$ cat src/rtl/ex_pkg.sv
`default_nettype none
// ============================================================================
//  Module   : ex_pkg
//  Purpose  : Shared op codes, FSM states and forwarding selects for ex_stage.
//  Revision : 1.0
// ============================================================================
package ex_pkg;

    localparam logic [3:0] c_op_add  = 4'd0;
    localparam logic [3:0] c_op_sub  = 4'd1;
    localparam logic [3:0] c_op_and  = 4'd2;
    localparam logic [3:0] c_op_or   = 4'd3;
    localparam logic [3:0] c_op_xor  = 4'd4;
    localparam logic [3:0] c_op_nor  = 4'd5;
    localparam logic [3:0] c_op_slt  = 4'd6;
    localparam logic [3:0] c_op_sltu = 4'd7;
    localparam logic [3:0] c_op_sll  = 4'd8;
    localparam logic [3:0] c_op_srl  = 4'd9;
    localparam logic [3:0] c_op_sra  = 4'd10;
    localparam logic [3:0] c_op_mul  = 4'd11;

    typedef enum logic [0:0] {
        IDLE = 1'b0,
        BUSY = 1'b1
    } state_t;

    typedef enum logic [1:0] {
        FWD_RF  = 2'd0,
        FWD_EXM = 2'd1,
        FWD_WB  = 2'd2
    } fwd_sel_t;

endpackage
`default_nettype wire

$ cat src/rtl/ex_stage_if.sv
`default_nettype none
// ============================================================================
//  Module   : ex_stage_if
//  Purpose  : ID/EX inputs, MEM/WB bypass, flush and EX/MEM outputs of ex_stage.
//  Revision : 1.0
// ============================================================================
interface ex_stage_if #(
    parameter int XLEN = 32,
    parameter int RA_W = 5
);
    logic            id_valid;
    logic [XLEN-1:0] id_rs_data;
    logic [XLEN-1:0] id_rt_data;
    logic [RA_W-1:0] id_rs;
    logic [RA_W-1:0] id_rt;
    logic [XLEN-1:0] id_imm;
    logic            id_alu_src;
    logic [3:0]      id_alu_op;
    logic [RA_W-1:0] id_wr_addr;
    logic            id_mem_to_reg;
    logic            id_mem_read;
    logic            id_mem_write;
    logic            id_reg_write;
    logic            memwb_reg_write;
    logic [RA_W-1:0] memwb_rd;
    logic [XLEN-1:0] memwb_data;
    logic            flush;
    logic            ex_ready;
    logic            exm_valid;
    logic [XLEN-1:0] exm_result;
    logic [XLEN-1:0] exm_store_data;
    logic [RA_W-1:0] exm_wr_addr;
    logic            exm_zero;
    logic            exm_overflow;
    logic            exm_mem_to_reg;
    logic            exm_mem_read;
    logic            exm_mem_write;
    logic            exm_reg_write;

    modport master (
        output id_valid, id_rs_data, id_rt_data, id_rs, id_rt, id_imm, id_alu_src,
               id_alu_op, id_wr_addr, id_mem_to_reg, id_mem_read, id_mem_write,
               id_reg_write, memwb_reg_write, memwb_rd, memwb_data, flush,
        input  ex_ready, exm_valid, exm_result, exm_store_data, exm_wr_addr, exm_zero,
               exm_overflow, exm_mem_to_reg, exm_mem_read, exm_mem_write, exm_reg_write
    );

    modport slave (
        input  id_valid, id_rs_data, id_rt_data, id_rs, id_rt, id_imm, id_alu_src,
               id_alu_op, id_wr_addr, id_mem_to_reg, id_mem_read, id_mem_write,
               id_reg_write, memwb_reg_write, memwb_rd, memwb_data, flush,
        output ex_ready, exm_valid, exm_result, exm_store_data, exm_wr_addr, exm_zero,
               exm_overflow, exm_mem_to_reg, exm_mem_read, exm_mem_write, exm_reg_write
    );
endinterface
`default_nettype wire

$ cat src/rtl/mul_iter.sv
`default_nettype none
// ============================================================================
//  Module   : mul_iter
//  Purpose  : Radix-2 shift-add multiplier, one step per cycle, XLEN steps.
//  Revision : 1.0
// ============================================================================
module mul_iter #(
    parameter int XLEN = 32
) (
    input  wire logic            clk,
    input  wire logic            rst_n,
    input  wire logic            i_start,
    input  wire logic            i_abort,
    input  wire logic [XLEN-1:0] i_a,
    input  wire logic [XLEN-1:0] i_b,
    output logic                 o_done,
    output logic [XLEN-1:0]      o_product
);
    localparam int CNT_W = $clog2(XLEN) + 1;

    logic [XLEN-1:0]  r_mcand;
    logic [XLEN-1:0]  r_mplier;
    logic [XLEN-1:0]  r_acc;
    logic [CNT_W-1:0] r_cnt;
    logic [XLEN-1:0]  w_acc_next;

    assign w_acc_next = r_acc + (r_mplier[0] ? r_mcand : '0);

    // done is flagged on the last step so the caller can capture the sum in the same edge
    assign o_done    = (r_cnt == CNT_W'(1));
    assign o_product = w_acc_next;

    always_ff @(posedge clk or negedge rst_n) begin
        if (!rst_n) begin
            r_mcand  <= '0;
            r_mplier <= '0;
            r_acc    <= '0;
            r_cnt    <= '0;
        end else if (i_abort) begin
            r_cnt <= '0;
        end else if (i_start) begin
            r_mcand  <= i_a;
            r_mplier <= i_b;
            r_acc    <= '0;
            r_cnt    <= CNT_W'(XLEN);
        end else if (r_cnt != '0) begin
            r_acc    <= w_acc_next;
            r_mcand  <= r_mcand << 1;
            r_mplier <= r_mplier >> 1;
            r_cnt    <= r_cnt - CNT_W'(1);
        end
    end
endmodule
`default_nettype wire

$ cat src/rtl/ex_stage.sv
`default_nettype none
// ============================================================================
//  Module   : ex_stage
//  Purpose  : Execute stage: forwarding, ALU, iterative MUL and EX/MEM register.
//  Revision : 1.0
// ============================================================================
module ex_stage
    import ex_pkg::*;
#(
    parameter int XLEN = 32,
    parameter int RA_W = 5
) (
    input wire logic  clk,
    input wire logic  rst_n,
    ex_stage_if.slave bus
);
    localparam int SH_W = $clog2(XLEN);

    state_t          r_state, w_state_next;
    fwd_sel_t        w_sel_rs, w_sel_rt;
    logic [XLEN-1:0] w_a, w_rt_fwd, w_b, w_sum, w_diff, w_alu_result;
    logic            w_ovf, w_is_mul, w_mul_start, w_mul_done, w_exm_fwd_en;
    logic [XLEN-1:0] w_product;
    logic [3:0]      w_id_ctrl;

    logic            r_exm_valid, r_exm_zero, r_exm_ovf;
    logic [XLEN-1:0] r_exm_result, r_exm_store;
    logic [RA_W-1:0] r_exm_wr_addr;
    logic [3:0]      r_exm_ctrl;
    logic [XLEN-1:0] r_pend_store;
    logic [RA_W-1:0] r_pend_wr_addr;
    logic [3:0]      r_pend_ctrl;

    function automatic fwd_sel_t fwd_pick(input logic [RA_W-1:0] src, exm_addr, wb_addr,
                                          input logic exm_en, wb_en);
        if (src == '0)                   return FWD_RF;
        if (exm_en && exm_addr == src)   return FWD_EXM;
        if (wb_en && wb_addr == src)     return FWD_WB;
        return FWD_RF;
    endfunction

    // A load's EX/MEM result is an address, never the loaded value
    assign w_exm_fwd_en = r_exm_valid & r_exm_ctrl[0] & ~r_exm_ctrl[2];
    assign w_sel_rs = fwd_pick(bus.id_rs, r_exm_wr_addr, bus.memwb_rd, w_exm_fwd_en, bus.memwb_reg_write);
    assign w_sel_rt = fwd_pick(bus.id_rt, r_exm_wr_addr, bus.memwb_rd, w_exm_fwd_en, bus.memwb_reg_write);

    always_comb begin
        w_a = bus.id_rs_data;
        case (w_sel_rs)
            FWD_EXM: w_a = r_exm_result;
            FWD_WB:  w_a = bus.memwb_data;
            default: w_a = bus.id_rs_data;
        endcase
        w_rt_fwd = bus.id_rt_data;
        case (w_sel_rt)
            FWD_EXM: w_rt_fwd = r_exm_result;
            FWD_WB:  w_rt_fwd = bus.memwb_data;
            default: w_rt_fwd = bus.id_rt_data;
        endcase
    end

    assign w_b    = bus.id_alu_src ? bus.id_imm : w_rt_fwd;
    assign w_sum  = w_a + w_b;
    assign w_diff = w_a - w_b;

    always_comb begin
        w_alu_result = '0;
        w_ovf        = 1'b0;
        case (bus.id_alu_op)
            c_op_add: begin
                w_alu_result = w_sum;
                w_ovf = (w_a[XLEN-1] == w_b[XLEN-1]) && (w_sum[XLEN-1] != w_a[XLEN-1]);
            end
            c_op_sub: begin
                w_alu_result = w_diff;
                w_ovf = (w_a[XLEN-1] != w_b[XLEN-1]) && (w_diff[XLEN-1] != w_a[XLEN-1]);
            end
            c_op_and:  w_alu_result = w_a & w_b;
            c_op_or:   w_alu_result = w_a | w_b;
            c_op_xor:  w_alu_result = w_a ^ w_b;
            c_op_nor:  w_alu_result = ~(w_a | w_b);
            c_op_slt:  w_alu_result = {{(XLEN-1){1'b0}}, $signed(w_a) < $signed(w_b)};
            c_op_sltu: w_alu_result = {{(XLEN-1){1'b0}}, w_a < w_b};
            c_op_sll:  w_alu_result = w_a << w_b[SH_W-1:0];
            c_op_srl:  w_alu_result = w_a >> w_b[SH_W-1:0];
            c_op_sra:  w_alu_result = $unsigned($signed(w_a) >>> w_b[SH_W-1:0]);
            default:   w_alu_result = '0;
        endcase
    end

    assign w_is_mul  = bus.id_valid && (bus.id_alu_op == c_op_mul);
    assign w_id_ctrl = {bus.id_mem_to_reg, bus.id_mem_read, bus.id_mem_write, bus.id_reg_write};

    mul_iter #(.XLEN(XLEN)) u_mul (
        .clk       (clk),
        .rst_n     (rst_n),
        .i_start   (w_mul_start),
        .i_abort   (bus.flush),
        .i_a       (w_a),
        .i_b       (w_b),
        .o_done    (w_mul_done),
        .o_product (w_product)
    );

    always_ff @(posedge clk or negedge rst_n) begin
        if (!rst_n) r_state <= IDLE;
        else        r_state <= w_state_next;
    end

    always_comb begin
        w_state_next = r_state;
        w_mul_start  = 1'b0;
        case (r_state)
            IDLE: begin
                if (!bus.flush && w_is_mul) begin
                    w_state_next = BUSY;
                    w_mul_start  = 1'b1;
                end
            end
            BUSY: begin
                if (bus.flush || w_mul_done) w_state_next = IDLE;
            end
            default: w_state_next = IDLE;
        endcase
    end

    always_ff @(posedge clk or negedge rst_n) begin
        if (!rst_n) begin
            r_exm_valid    <= 1'b0;
            r_exm_zero     <= 1'b0;
            r_exm_ovf      <= 1'b0;
            r_exm_result   <= '0;
            r_exm_store    <= '0;
            r_exm_wr_addr  <= '0;
            r_exm_ctrl     <= '0;
            r_pend_store   <= '0;
            r_pend_wr_addr <= '0;
            r_pend_ctrl    <= '0;
        end else if (bus.flush) begin
            r_exm_valid <= 1'b0;
            r_exm_ctrl  <= '0;
        end else if (r_state == IDLE) begin
            if (w_is_mul) begin
                r_exm_valid    <= 1'b0;
                r_exm_ctrl     <= '0;
                r_pend_store   <= w_rt_fwd;
                r_pend_wr_addr <= bus.id_wr_addr;
                r_pend_ctrl    <= w_id_ctrl;
            end else begin
                r_exm_valid   <= bus.id_valid;
                r_exm_result  <= w_alu_result;
                r_exm_store   <= w_rt_fwd;
                r_exm_wr_addr <= bus.id_wr_addr;
                r_exm_zero    <= (w_alu_result == '0);
                r_exm_ovf     <= w_ovf;
                r_exm_ctrl    <= bus.id_valid ? w_id_ctrl : 4'b0000;
            end
        end else if (w_mul_done) begin
            r_exm_valid   <= 1'b1;
            r_exm_result  <= w_product;
            r_exm_store   <= r_pend_store;
            r_exm_wr_addr <= r_pend_wr_addr;
            r_exm_zero    <= (w_product == '0);
            r_exm_ovf     <= 1'b0;
            r_exm_ctrl    <= r_pend_ctrl;
        end
    end

    assign bus.ex_ready       = (r_state == IDLE);
    assign bus.exm_valid      = r_exm_valid;
    assign bus.exm_result     = r_exm_result;
    assign bus.exm_store_data = r_exm_store;
    assign bus.exm_wr_addr    = r_exm_wr_addr;
    assign bus.exm_zero       = r_exm_zero;
    assign bus.exm_overflow   = r_exm_ovf;
    assign bus.exm_mem_to_reg = r_exm_ctrl[3];
    assign bus.exm_mem_read   = r_exm_ctrl[2];
    assign bus.exm_mem_write  = r_exm_ctrl[1];
    assign bus.exm_reg_write  = r_exm_ctrl[0];
endmodule
`default_nettype wire

$ cat src/flat_wrapper.sv
// flat-port wrapper written by rule: the top's interface ports become plain ports
module ex_stage_flat import ex_pkg::*;
#(
    parameter int XLEN = 32,
    parameter int RA_W = 5
)
  (clk, rst_n, bus_id_valid, bus_id_rs_data, bus_id_rt_data, bus_id_rs, bus_id_rt, bus_id_imm, bus_id_alu_src, bus_id_alu_op, bus_id_wr_addr, bus_id_mem_to_reg, bus_id_mem_read, bus_id_mem_write, bus_id_reg_write, bus_memwb_reg_write, bus_memwb_rd, bus_memwb_data, bus_flush, bus_ex_ready, bus_exm_valid, bus_exm_result, bus_exm_store_data, bus_exm_wr_addr, bus_exm_zero, bus_exm_overflow, bus_exm_mem_to_reg, bus_exm_mem_read, bus_exm_mem_write, bus_exm_reg_write);
  ex_stage_if #(.XLEN(XLEN), .RA_W(RA_W)) bus_i ();
  input wire logic clk;
  input wire logic rst_n;
  input wire logic [$bits(bus_i.id_valid)-1:0] bus_id_valid;
  input wire logic [$bits(bus_i.id_rs_data)-1:0] bus_id_rs_data;
  input wire logic [$bits(bus_i.id_rt_data)-1:0] bus_id_rt_data;
  input wire logic [$bits(bus_i.id_rs)-1:0] bus_id_rs;
  input wire logic [$bits(bus_i.id_rt)-1:0] bus_id_rt;
  input wire logic [$bits(bus_i.id_imm)-1:0] bus_id_imm;
  input wire logic [$bits(bus_i.id_alu_src)-1:0] bus_id_alu_src;
  input wire logic [$bits(bus_i.id_alu_op)-1:0] bus_id_alu_op;
  input wire logic [$bits(bus_i.id_wr_addr)-1:0] bus_id_wr_addr;
  input wire logic [$bits(bus_i.id_mem_to_reg)-1:0] bus_id_mem_to_reg;
  input wire logic [$bits(bus_i.id_mem_read)-1:0] bus_id_mem_read;
  input wire logic [$bits(bus_i.id_mem_write)-1:0] bus_id_mem_write;
  input wire logic [$bits(bus_i.id_reg_write)-1:0] bus_id_reg_write;
  input wire logic [$bits(bus_i.memwb_reg_write)-1:0] bus_memwb_reg_write;
  input wire logic [$bits(bus_i.memwb_rd)-1:0] bus_memwb_rd;
  input wire logic [$bits(bus_i.memwb_data)-1:0] bus_memwb_data;
  input wire logic [$bits(bus_i.flush)-1:0] bus_flush;
  output wire logic [$bits(bus_i.ex_ready)-1:0] bus_ex_ready;
  output wire logic [$bits(bus_i.exm_valid)-1:0] bus_exm_valid;
  output wire logic [$bits(bus_i.exm_result)-1:0] bus_exm_result;
  output wire logic [$bits(bus_i.exm_store_data)-1:0] bus_exm_store_data;
  output wire logic [$bits(bus_i.exm_wr_addr)-1:0] bus_exm_wr_addr;
  output wire logic [$bits(bus_i.exm_zero)-1:0] bus_exm_zero;
  output wire logic [$bits(bus_i.exm_overflow)-1:0] bus_exm_overflow;
  output wire logic [$bits(bus_i.exm_mem_to_reg)-1:0] bus_exm_mem_to_reg;
  output wire logic [$bits(bus_i.exm_mem_read)-1:0] bus_exm_mem_read;
  output wire logic [$bits(bus_i.exm_mem_write)-1:0] bus_exm_mem_write;
  output wire logic [$bits(bus_i.exm_reg_write)-1:0] bus_exm_reg_write;
  assign bus_i.id_valid = bus_id_valid;
  assign bus_i.id_rs_data = bus_id_rs_data;
  assign bus_i.id_rt_data = bus_id_rt_data;
  assign bus_i.id_rs = bus_id_rs;
  assign bus_i.id_rt = bus_id_rt;
  assign bus_i.id_imm = bus_id_imm;
  assign bus_i.id_alu_src = bus_id_alu_src;
  assign bus_i.id_alu_op = bus_id_alu_op;
  assign bus_i.id_wr_addr = bus_id_wr_addr;
  assign bus_i.id_mem_to_reg = bus_id_mem_to_reg;
  assign bus_i.id_mem_read = bus_id_mem_read;
  assign bus_i.id_mem_write = bus_id_mem_write;
  assign bus_i.id_reg_write = bus_id_reg_write;
  assign bus_i.memwb_reg_write = bus_memwb_reg_write;
  assign bus_i.memwb_rd = bus_memwb_rd;
  assign bus_i.memwb_data = bus_memwb_data;
  assign bus_i.flush = bus_flush;
  assign bus_ex_ready = bus_i.ex_ready;
  assign bus_exm_valid = bus_i.exm_valid;
  assign bus_exm_result = bus_i.exm_result;
  assign bus_exm_store_data = bus_i.exm_store_data;
  assign bus_exm_wr_addr = bus_i.exm_wr_addr;
  assign bus_exm_zero = bus_i.exm_zero;
  assign bus_exm_overflow = bus_i.exm_overflow;
  assign bus_exm_mem_to_reg = bus_i.exm_mem_to_reg;
  assign bus_exm_mem_read = bus_i.exm_mem_read;
  assign bus_exm_mem_write = bus_i.exm_mem_write;
  assign bus_exm_reg_write = bus_i.exm_reg_write;
  ex_stage #(.XLEN(XLEN), .RA_W(RA_W)) u_core (.clk(clk), .rst_n(rst_n), .bus(bus_i));
endmodule
$ cat config.mk
export PLATFORM = sky130hd
export DESIGN_NAME = ex_stage_flat
export DESIGN_NICKNAME = d
export VERILOG_FILES = /design/src/rtl/ex_pkg.sv /design/src/rtl/ex_stage_if.sv /design/src/rtl/mul_iter.sv /design/src/rtl/ex_stage.sv /design/src/flat_wrapper.sv
export SDC_FILE = /design/constraint.sdc
export NUM_CORES = 1
export LEC_CHECK = 0
export ABC_CLOCK_PERIOD_IN_PS = 14000
export BUFFER_PORTS_ARGS = -buffer_cell sky130_fd_sc_hd__buf_4
export CELL_PAD_IN_SITES_DETAIL_PLACEMENT = 1
export CELL_PAD_IN_SITES_GLOBAL_PLACEMENT = 1
export CORE_MARGIN = 2
export CORE_UTILIZATION = 48
export CTS_CLUSTER_DIAMETER = 40
export DETAILED_ROUTE_END_ITERATION = 6
export PLACE_DENSITY_LB_ADDON = 0.05
export REMOVE_ABC_BUFFERS = 1
export SLEW_MARGIN = 20
export SYNTH_ARGS = -nofsm -noshare
export SYNTH_HDL_FRONTEND = slang
export SYNTH_SLANG_ARGS = --single-unit
$ cat constraint.sdc
create_clock -name clk -period 14 [get_ports clk]
set_clock_uncertainty 0.15 [all_clocks]
set_input_delay 2.8 -clock clk [delete_from_list [all_inputs] [get_ports clk]]
set_output_delay 2.8 -clock clk [all_outputs]
set_load 0.02 [all_outputs]
==> results.md, run 1 <==
Outcome:
- The run finished with clean final reports.

Synth:
- Yosys mapped a number of flops with a built-in enable equal to 0.
- The largest family of logic cells by synthesized area is compound AO/OA/AOI/OAI gates.
- The post-synthesis instance total is between 2000 and 3000.
- By area the synthesized netlist is led by sky130_fd_sc_hd__dfrtp_1 26%, sky130_fd_sc_hd__ha_1 7.9%, sky130_fd_sc_hd__o21ai_0 6.2%.
- The synthesized netlist devotes 19.3% of its cell area to simple gates.
- The combined area of all synthesized cells is approximately 22000 um^2.
- The average cell area after synthesis is between 7 and 8 um^2.
- The count of yosys warnings during synthesis is 0.
- The synthesized design spends more area on one cell type than any other, namely sky130_fd_sc_hd__dfrtp_1.
- The synthesized-area fraction occupied by adder cells is between 8 and 9%.
- The distinct cell type count after synthesis is 90.
- Summing the areas of all compound-gate instances in the mapped netlist gives around a third of the synthesized area.
- For this run, the leading register cell type out of synthesis is sky130_fd_sc_hd__dfrtp_1.
- The share of synthesized area in the top cell type comes to between 20% and 30%.
- The proportion of synthesized chip area in sequential cells is between 20% and 30%.
- Summing the areas of all xor and xnor instances in the mapped netlist gives 3.13% of the synthesized area.
- Of the post-synthesis cell area, the part taken by muxes is between 4 and 5%.
- After synthesis the netlist holds a flip-flop and latch count of 220.
- The fraction of synthesis flops using an asynchronous set or reset pin is 100%.

Critical path:
- For the worst setup path, the data required time is between 10 and 15 ns.
- On the critical path, the stage with the largest delay is an instance of sky130_fd_sc_hd__a221oi_1.
- The kind of end point of the critical path is a register.
- The signal on the critical path passes through buf_4, xnor2_1, nand3_1, or4_1, nor2_1, ha_2, buf_4, nand2b_1, o221ai_4, buf_4, clkinv_4, ha_1, nor2b_1, o21ai_0, a2111oi_0, or4_1, a21o_1, a21oi_1, xor2_1, a221oi_1, nand4_1, o21ai_1.
- For the worst setup path, the data arrival time is 11.28 ns.
- The critical register-to-register path startpoint is u_core.r_exm_ctrl[0].
- The worst setup path is launched from an input pin.
- Along the worst path, the maximum fanout reaches 52.
- The slack of the worst reg-to-reg path is roughly 4.8 ns.
- For the worst flop-to-flop path, the logic depth is 22.
- The worst register-to-register path ends at u_core.bus.exm_zero.
- Counting stages on the worst path, the most repeated cell is sky130_fd_sc_hd__buf_4.
- For this run, the slowest stage of the critical path takes ~0.99 ns.
- The critical path is of the in2reg type.

Final layout:
- The final layout net count is around 3300.
- The layout has between 5000 and 6000 filler cells.
- Leaving out fill and tap cells, the most frequent cell in the layout is sky130_fd_sc_hd__nand2_1.
- The area growth from synthesis to layout is 18.3%.
- The ratio of cells with drive above 1 in the final layout is 15.1%.
- The utilization of the core after routing is 57.6%.
- The top cell types in the final layout, fill and taps aside, are 351 x sky130_fd_sc_hd__nand2_1, 316 x sky130_fd_sc_hd__buf_4, 263 x sky130_fd_sc_hd__o21ai_0.

Routing:
- The number of antenna-violating nets in the routed design is 0.
- The via count of the routed design is 27500.
- The average vias per placed instance is roughly 7.6.
- The detailed router finished its first iteration with 4075 violations.
- The first detailed-routing pass ran for 6 iterations.
- The DRC violation count after routing is 0.
- The routed length per placed instance is roughly 36 um.
- The final layout contains routed wiring with a total length of ~130000 um.

Timing:
- For the finished layout, the period the worst path requires is approximately 11 ns.
- The number of pins with negative max-slew slack in the final report came to 0.
- Setup violations remaining at the end of the flow were counted as 0.
- The final hold violation count is 0.
- Headroom to the max-slew limit came out at 11.7%.
- The measured slew at the worst slew-check pin is between 1 and 1.5 ns.
- The worst path setup slack after routing is between 3 and 4 ns.
- The final total negative setup slack is 0 ns.
- The maximum frequency from static timing analysis is approximately 92 MHz.
- Of the available clock period, the critical path in the final layout requires 77.9%.
- Setup repair after global routing left no endpoint under its margin.
- The worst hold slack across all endpoints is between 0.3 and 0.4 ns.

Power and ir drop:
- The total power divided by cell area is between 100 and 150 nW/um^2.
- The switching part of the total power is 45.2%.
- Sequential cells burn 27.2% of the power.
- The relative contribution of combinational cells to total power is a little over two fifths.
- Of the total power, the clock network draws 30.9%.
- The analysis attributes to net switching a power of between 0.0015 and 0.002 W.
- Summed over all cells, the static leakage comes to around 11 nW.
- The internal power of the cells totals slightly below 0.002 W.
- VDD sags by at most between 0.1 and 0.15 mV.

Die:
- For this configuration, the core starts out at a cell density of about half.
- The floorplan has 77 rows.
- During I/O placement, the number of pins put on the boundary was 239.
- The die outline area is between 40000 and 50000 um^2.
- The core region is roughly 44000 um^2.
- The floorplan step set the die height to around 220 um.
- Measured along the x axis, the die boundary spans 216 um.

Clock tree:
- The insertion delay to the later sink of the worst-skew pair is approximately 0.60 ns.
- The CTS tree is built.
- The clock tree root driver cell is sky130_fd_sc_hd__clkbuf_16.
- The clock passes through at most 3 buffers.
- The clock transition at the registers of the reported paths is approximately 0.060 ns.
- The number of sinks driven by the clock tree is 220.
- The H-tree generated during clock tree synthesis spans 2 levels.
- In this run the post-CTS setup repair buffer count came out at 0.
- Buffers inserted during clock tree synthesis total ~40.
- The post-cts sizing count is 0.
- The number of buffers added to fix hold violations after cts is 0.

Place:
- Detailed placement ended at an HPWL of a little under 90000 um.
- The pre-CTS setup slack is between 3 and 4 ns.
- The final weighted congestion of routability-driven global placement is 1.11.
- The count of buffers added on input and output ports is roughly 240.

Hold path:
- Along the worst hold path, the cell count comes to 2.
- The path with the worst hold slack has its endpoint at u_core.u_mul.r_mplier[11].
- The launch instance of the worst min-delay path is u_core.u_mul.r_mplier[11].
- The kind of path behind the tightest hold check is reg2reg.

Flow run:
- The tool flagged a number of max-cap violations equal to 0.

GRT:
- The via count of the first global-routing pass is 28400.
- The initial antenna violation count was 3.
- The first global-routing pass estimated approximately 190000 um of wire.
- The total global routing overflow is 0.
- Global routing consumed, over all layers together, approximately 54% of the routing resources.
- Entering global routing, the biggest net connects between 90 and 100 pins.
-- metrics by stage --
stage / power [W] / area (um^2) / cells
after detailed placement: 0.00233 / 24000 / 3533
after global placement: 0.00223 / 24000 / 3533
after CTS: 0.00347 / 25500 / 3608
after floorplan: 0.00172 / 20700 / 2624
final: 0.00358 / 25500 / 3612
after global routing: 0.00365 / 25500 / 3609
-- flip-flops by register name, summed over array words and instances, names as in the netlist --
name and count:
u_core.bus.exm_zero 1, u_core.u_mul.r_cnt 6, u_core.u_mul.r_mcand 32, u_core.bus.exm_store_data 32
u_core.u_mul.r_acc 32, u_core.r_state 1, u_core.u_mul.r_mplier 32, u_core.r_exm_ctrl 4
u_core.bus.exm_wr_addr 5, u_core.r_pend_store 32, u_core.bus.exm_overflow 1, u_core.bus.exm_valid 1
u_core.bus.exm_result 32, u_core.r_pend_wr_addr 5, u_core.r_pend_ctrl 4
-- critical path, delay by kind of cell --
kind,cells,cell delay (ns)
AO/OA/AOI/OAI,7,2.94
AND/OR/NAND/NOR,7,2.30
buffers and inverters,4,1.84
adder cells (fa/ha/maj),2,0.99
XOR/XNOR,2,0.27
-- final cells by class --
class                   instances  area [um^2]  share of cell area (%)
multi-input cells            2297        15000                    58.7
flip-flops and latches        220         5510                    21.6
repair buffers                318         2400                    9.40
clock buffers                  54         1150                    4.53
well taps                     592          741                    2.90
inverters                     107          407                    1.59
clock inverters                21          322                    1.26
diodes                          3         7.51                  0.0294
-- power by group through the flow --
stage	clock [W]	sequential, W	combinational [W]
global route	0.00112	0.000976	0.00156
detailed placement	0	0.000951	0.00138
global placement	0	0.000933	0.00130
finish	0.00111	0.000974	0.00150
CTS	0.00109	0.000955	0.00142
floorplan	0	0.000937	0.000782
-- metal layers --
metal  GRT usage (%)  routed length, um  vias up
met5               0                 17        -
met2            79.5              53200     2478
met3            16.7              15700      893
li1                -                  -    10900
met4            48.7              14800        2
met1            62.6              44500    13300
-- Yosys cell counts (all sizes together), types with 28 or more instances --
library cell  count
mux2i            93
nor3             69
a21oi           174
nand2b           28
inv             100
a21o             31
xnor2            55
ha              137
o21ai           287
buf              43
nand3            46
a221o            60
o221ai           29
and2             42
a221oi           28
clkbuf          163
o22ai            68
a211oi           34
nor2            250
o211ai           32
a22oi           115
dfrtp           220
nand2           354
-- worst max path at each step --
stage | from | endpoint
floorplan | bus_id_rt[3] | u_core.bus.exm_zero
global route | bus_id_rt[1] | u_core.bus.exm_zero
finish | bus_id_rt[1] | u_core.bus.exm_zero
CTS | bus_id_rt[1] | u_core.bus.exm_zero
detailed placement | bus_id_rt[1] | u_core.bus.exm_zero
global placement | bus_id_rt[1] | u_core.bus.exm_zero
-- cells by family after synthesis --
kind of cell             after synthesis
flip-flops                           220
AND/OR/NAND/NOR                      917
buffers and inverters                313
XOR/XNOR                              77
AO/OA/AOI/OAI                       1063
adder cells (fa/ha/maj)              140
multiplexers                         100
No activity file was read; power rests on OpenSTA's default activity.
==> inputs of run 2 (changes only) <==
--- a/config.mk
+++ b/config.mk
@@ -5,12 +5,13 @@
 export SDC_FILE = /design/constraint.sdc
 export NUM_CORES = 1
 export LEC_CHECK = 0
-export ABC_CLOCK_PERIOD_IN_PS = 14000
+export ABC_AREA = 1
+export ABC_CLOCK_PERIOD_IN_PS = 9700
 export BUFFER_PORTS_ARGS = -buffer_cell sky130_fd_sc_hd__buf_4
 export CELL_PAD_IN_SITES_DETAIL_PLACEMENT = 1
 export CELL_PAD_IN_SITES_GLOBAL_PLACEMENT = 1
 export CORE_MARGIN = 2
-export CORE_UTILIZATION = 48
+export CORE_UTILIZATION = 38
 export CTS_CLUSTER_DIAMETER = 40
 export DETAILED_ROUTE_END_ITERATION = 6
 export PLACE_DENSITY_LB_ADDON = 0.05
==> constraint.sdc (replaced) <==
create_clock -name clk -period 9.7 [get_ports clk]
set_clock_uncertainty 0.15 [all_clocks]
set_input_delay 1.94 -clock clk [delete_from_list [all_inputs] [get_ports clk]]
set_output_delay 1.94 -clock clk [all_outputs]
set_load 0.02 [all_outputs]
==> run 2 against run 1 <==
  * Routed wire length grew 0.48%
  * Die area rose by 37%
  * Clock power is 52% higher
  * Critical path depth rose by 12
  * Flip-flop and latch count did not move
  * Non-clock buffer count fell by 11
  * Clock-buffer cell count down 2
  * Combinational power up 88%
  * First-iteration DRC count is 32% lower
  * Synthesized cell count rose by 39%
  * Final area is 8.3% higher
==> results.md, run 2 <==
Power and ir drop:
- Internal power comes to 0.00312 W.
- The leakage power of the design is around 14 nW.
- The total power draw is a little under 0.006 W.
- The clock network is responsible for roughly 29% of the overall power.
- The worst ir drop on vdd is roughly 0.18 mV.
- The switching part of the total power is between 40% and 50%.
- The net switching power is about 0.0028 W.
- Of the total power, combinational logic draws between 40% and 50%.
- The total power divided by cell area is between 200 and 250 nW/um^2.
- In this run, flip-flops and latches consume 23.7% of the power.

Synth:
- The most repeated cell in the gate-level netlist after synthesis is sky130_fd_sc_hd__nand2_1.
- The synthesized netlist contains 60 unique library cells.
- Of the post-synthesis cell area, the dominant cell type holds 23.4%.
- The post-synthesis register bit count is 220.
- The post-synthesis cell type with the largest combined area is sky130_fd_sc_hd__dfrtp_1.
- Sorting the synthesized cells by area gives the leading types as sky130_fd_sc_hd__dfrtp_1 23%, sky130_fd_sc_hd__nand2_1 18%, sky130_fd_sc_hd__nand3_1 11%.
- Sequential cells were found to cover between 20% and 30% of the synthesized design area.
- The fraction of synthesis flops using an asynchronous set or reset pin is 100%.
- Sorting the synthesized cells by how often they occur yields 1156 x sky130_fd_sc_hd__nand2_1, 501 x sky130_fd_sc_hd__nand3_1, 497 x sky130_fd_sc_hd__inv_1.
- The most used flip-flop cell after synthesis is sky130_fd_sc_hd__dfrtp_1.
- The number of synthesized flops with an enable pin is 0.
- The count of yosys warnings during synthesis is 0.
- The combined area of all synthesized cells is about 24000 um^2.
- Counting every instance in the synthesized netlist gives 3935.
- The average cell area after synthesis is 5.98 um^2.

GRT:
- Global routing used a little over half of the available met1 tracks.
- For this run, global-route usage on met3 was measured as under 10%.
- Global routing consumed, on the met2 layer, a little over three fifths of the routing resources.
- Entering global routing, the biggest net connects approximately 120 pins.
- The via count of the first global-routing pass is ~29000.
- The peak-usage layer in the global routing report is met2.
- The total global routing overflow is 0.
- The first global-routing pass estimated 189000 um of wire.
- The initial antenna violation count is 2.
- Global routing consumed, over all layers together, between 30% and 40% of the routing resources.

Die:
- Measured along the x axis, the die boundary spans about 250 um.
- The die is 253 um tall.
- After floorplanning, the core was divided into 91 placement rows.
- The die outline area is around 64000 um^2.
- After floorplanning, the core was sized to cover 61500 um^2.
- The count of boundary I/O pins is between 200 and 250.
- The initial core utilization is a little under two fifths.

Final layout:
- The final layout net count is 4391.
- Across the whole layout, storage elements account for roughly 5500 um^2.
- The final antenna diode count is 0.
- The number of fill cells is between 8000 and 9000.
- The library cell used most frequently in the layout, excluding fill and tap cells, is sky130_fd_sc_hd__nand2_1.
- The area of the multi-input gates is around 15000 um^2.
- The area growth from synthesis to layout is 17.5%.
- Leaving out fill and tap cells, the most frequent cells in the layout are 1153 x sky130_fd_sc_hd__nand2_1, 501 x sky130_fd_sc_hd__nand3_1, 497 x sky130_fd_sc_hd__inv_1.
- The post-route netlist has 10.9% of its cells at a drive strength greater than 1.

Critical path:
- The slowest stage of the critical path belongs to the cell sky130_fd_sc_hd__o21ai_0.
- The category of the most critical setup path is in2reg.
- The kind of end point of the critical path is a register.
- The largest stage delay on the critical path is 0.76 ns.
- At the worst endpoint, the required time is just over 10 ns.
- Along the worst path, the maximum fanout reaches 18.
- The worst setup path is launched from an input pin.
- In this design, the critical path's most frequently occurring cell is sky130_fd_sc_hd__nor2_1.
- The signal arrival time at the worst endpoint is roughly 9 ns.
- The depth of the most critical reg-to-reg path is 34.

Timing:
- Setup repair after global routing left no endpoint under its margin.
- The number of pins with negative max-slew slack in the final report is 0.
- The final hold violation count is 0.
- Adding up every negative setup slack in the final design gives 0 ns.
- The final period utilization is roughly 89%.
- Setup violations remaining at the end of the flow were counted as 0.
- The shortest clock period the worst path allows after layout is between 8 and 9 ns.
- For the pin with the worst max-slew slack, the measured transition is 1.25 ns.
- The worst hold slack across all endpoints is about 0.34 ns.
- The relative max-transition margin is 16.2%.
- The maximum frequency from static timing analysis is around 120 MHz.

Clock tree:
- The post-cts sizing count is 0.
- TritonCTS built the clock tree.
- The insertion delay to the later sink of the worst-skew pair is slightly below 0.6 ns.
- Clock tree synthesis inserted a total of 47 buffers.
- The clock drives between 200 and 250 sinks.
- The number of buffers between clock root and the deepest sink is 3.
- After clock tree synthesis, the setup repair step added 0 buffers.
- In this run, post-CTS hold repair placed 0 buffers.
- The number of levels the H-tree was split into is 2.
- The clock transition at the registers of the reported paths is about 0.050 ns.
- The clock tree root driver cell is sky130_fd_sc_hd__clkbuf_16.

Place:
- The detailed placement HPWL is 101000 um.
- The count of buffers inserted at the top-level ports is between 200 and 250.
- At the end of routability-driven placement, the weighted congestion stood at ~0.99.

Routing:
- The total wire length is between 100000 and 150000 um.
- After the first detailed-routing iteration, the DRC count stood at between 2000 and 3000.
- The routed layout has 28600 vias.
- Dividing the detail-routed via count by the number of cells gives 5.82.
- The routed length per placed instance is approximately 26 um.
- After detailed routing, the number of remaining DRC violations is 0.
- The number of detailed-route iterations in the first pass is 7.
- The detail route stage leaves a number of antenna-violating nets equal to 0.

Outcome:
- The run finished with clean final reports.

Flow run:
- The max-capacitance violation count is 0.

Hold path:
- The cell depth of the worst hold path is 2.
- The path class of the tightest hold or removal check is reg2reg.
run 2: changes by cell type after synthesis, sizes merged, moves of 40 or more:
cell	change
nand2	+812
nand3	+461
inv	+407
a22oi	-115
mux2i	-93
a221o	-59
o21ai	+53
nor2	+46
xnor2	-45
clkbuf	-44
nor3	-41
and2	-40
buf	+40
run 2: worst paths after layout:
kind                                                from  slack, ns                             to
max reg2reg                    u_core.bus.exm_wr_addr[3]       2.12            u_core.bus.exm_zero
min reg2reg                u_core.bus.exm_store_data[23]       0.34  u_core.bus.exm_store_data[23]
max in group asynchronous                          rst_n       6.96         u_core.u_mul.r_acc[29]
min in group asynchronous                          rst_n       1.22      u_core.bus.exm_wr_addr[0]
min                        u_core.bus.exm_store_data[23]       0.34  u_core.bus.exm_store_data[23]
max                                         bus_id_rt[3]       1.03            u_core.bus.exm_zero
run 2: power groups by stage:
| stage | logic [W] | clock network, W | registers, W |
|---|---|---|---|
| finish | 0.00282 | 0.00169 | 0.00140 |
| global route | 0.00310 | 0.00174 | 0.00142 |
| CTS | 0.00277 | 0.00170 | 0.00139 |
| detailed placement | 0.00275 | 0 | 0.00140 |
| global placement | 0.00272 | 0 | 0.00139 |
| floorplan | 0.00165 | 0 | 0.00141 |
run 2: worst max-delay path, delay by kind of cell:
kind | cells | cell delay [ns]
AOI/OAI and AO/OA | 5 | 1.85
adders and majority gates | 2 | 0.64
buffers and inverters | 7 | 1.34
and+or+nand+nor | 20 | 3.25
run 2: final cells by class:
type	instances	share of cell area [%]
Clock buffer	52	4.40
Clock inverter	34	1.51
Inverter	510	6.94
Multi-Input combinational cell	3003	55.2
Sequential cell	220	19.9
Tap cell	790	3.58
Timing Repair Buffer	307	8.50
run 2: logic make-up (layout without fill, tap and decap cells):
kind of cell             Yosys count  count (layout)  synth area share [%]
AND/OR/NAND/NOR                 2072            2072                  37.1
flip-flops                       220             220                  23.4
adder cells (fa/ha/maj)          140             140                  7.54
multiplexers                       1               1                0.0479
buffers and inverters            712             903                  12.0
AO/OA/AOI/OAI                    750             750                  18.4
XOR/XNOR                          40              40                  1.49
run 2: routing by layer:
metal	vias to the layer above	routed length, um
li1	13200	-
met5	-	19
met1	14100	56100
met3	229	8590
met4	4	6320
met2	1014	57800
run 2: stage by stage:
step                std cells  util, %  worst slack [ns]  cell area (um^2)
global placement         4830     42.3             0.778             26000
detailed placement       4830     42.3             0.715             26000
floorplan                3733        -              1.12             22600
CTS                      4916     44.9              1.30             27600
global route             4916     44.9             0.716             27600
finish                   4916     44.9              1.03             27600
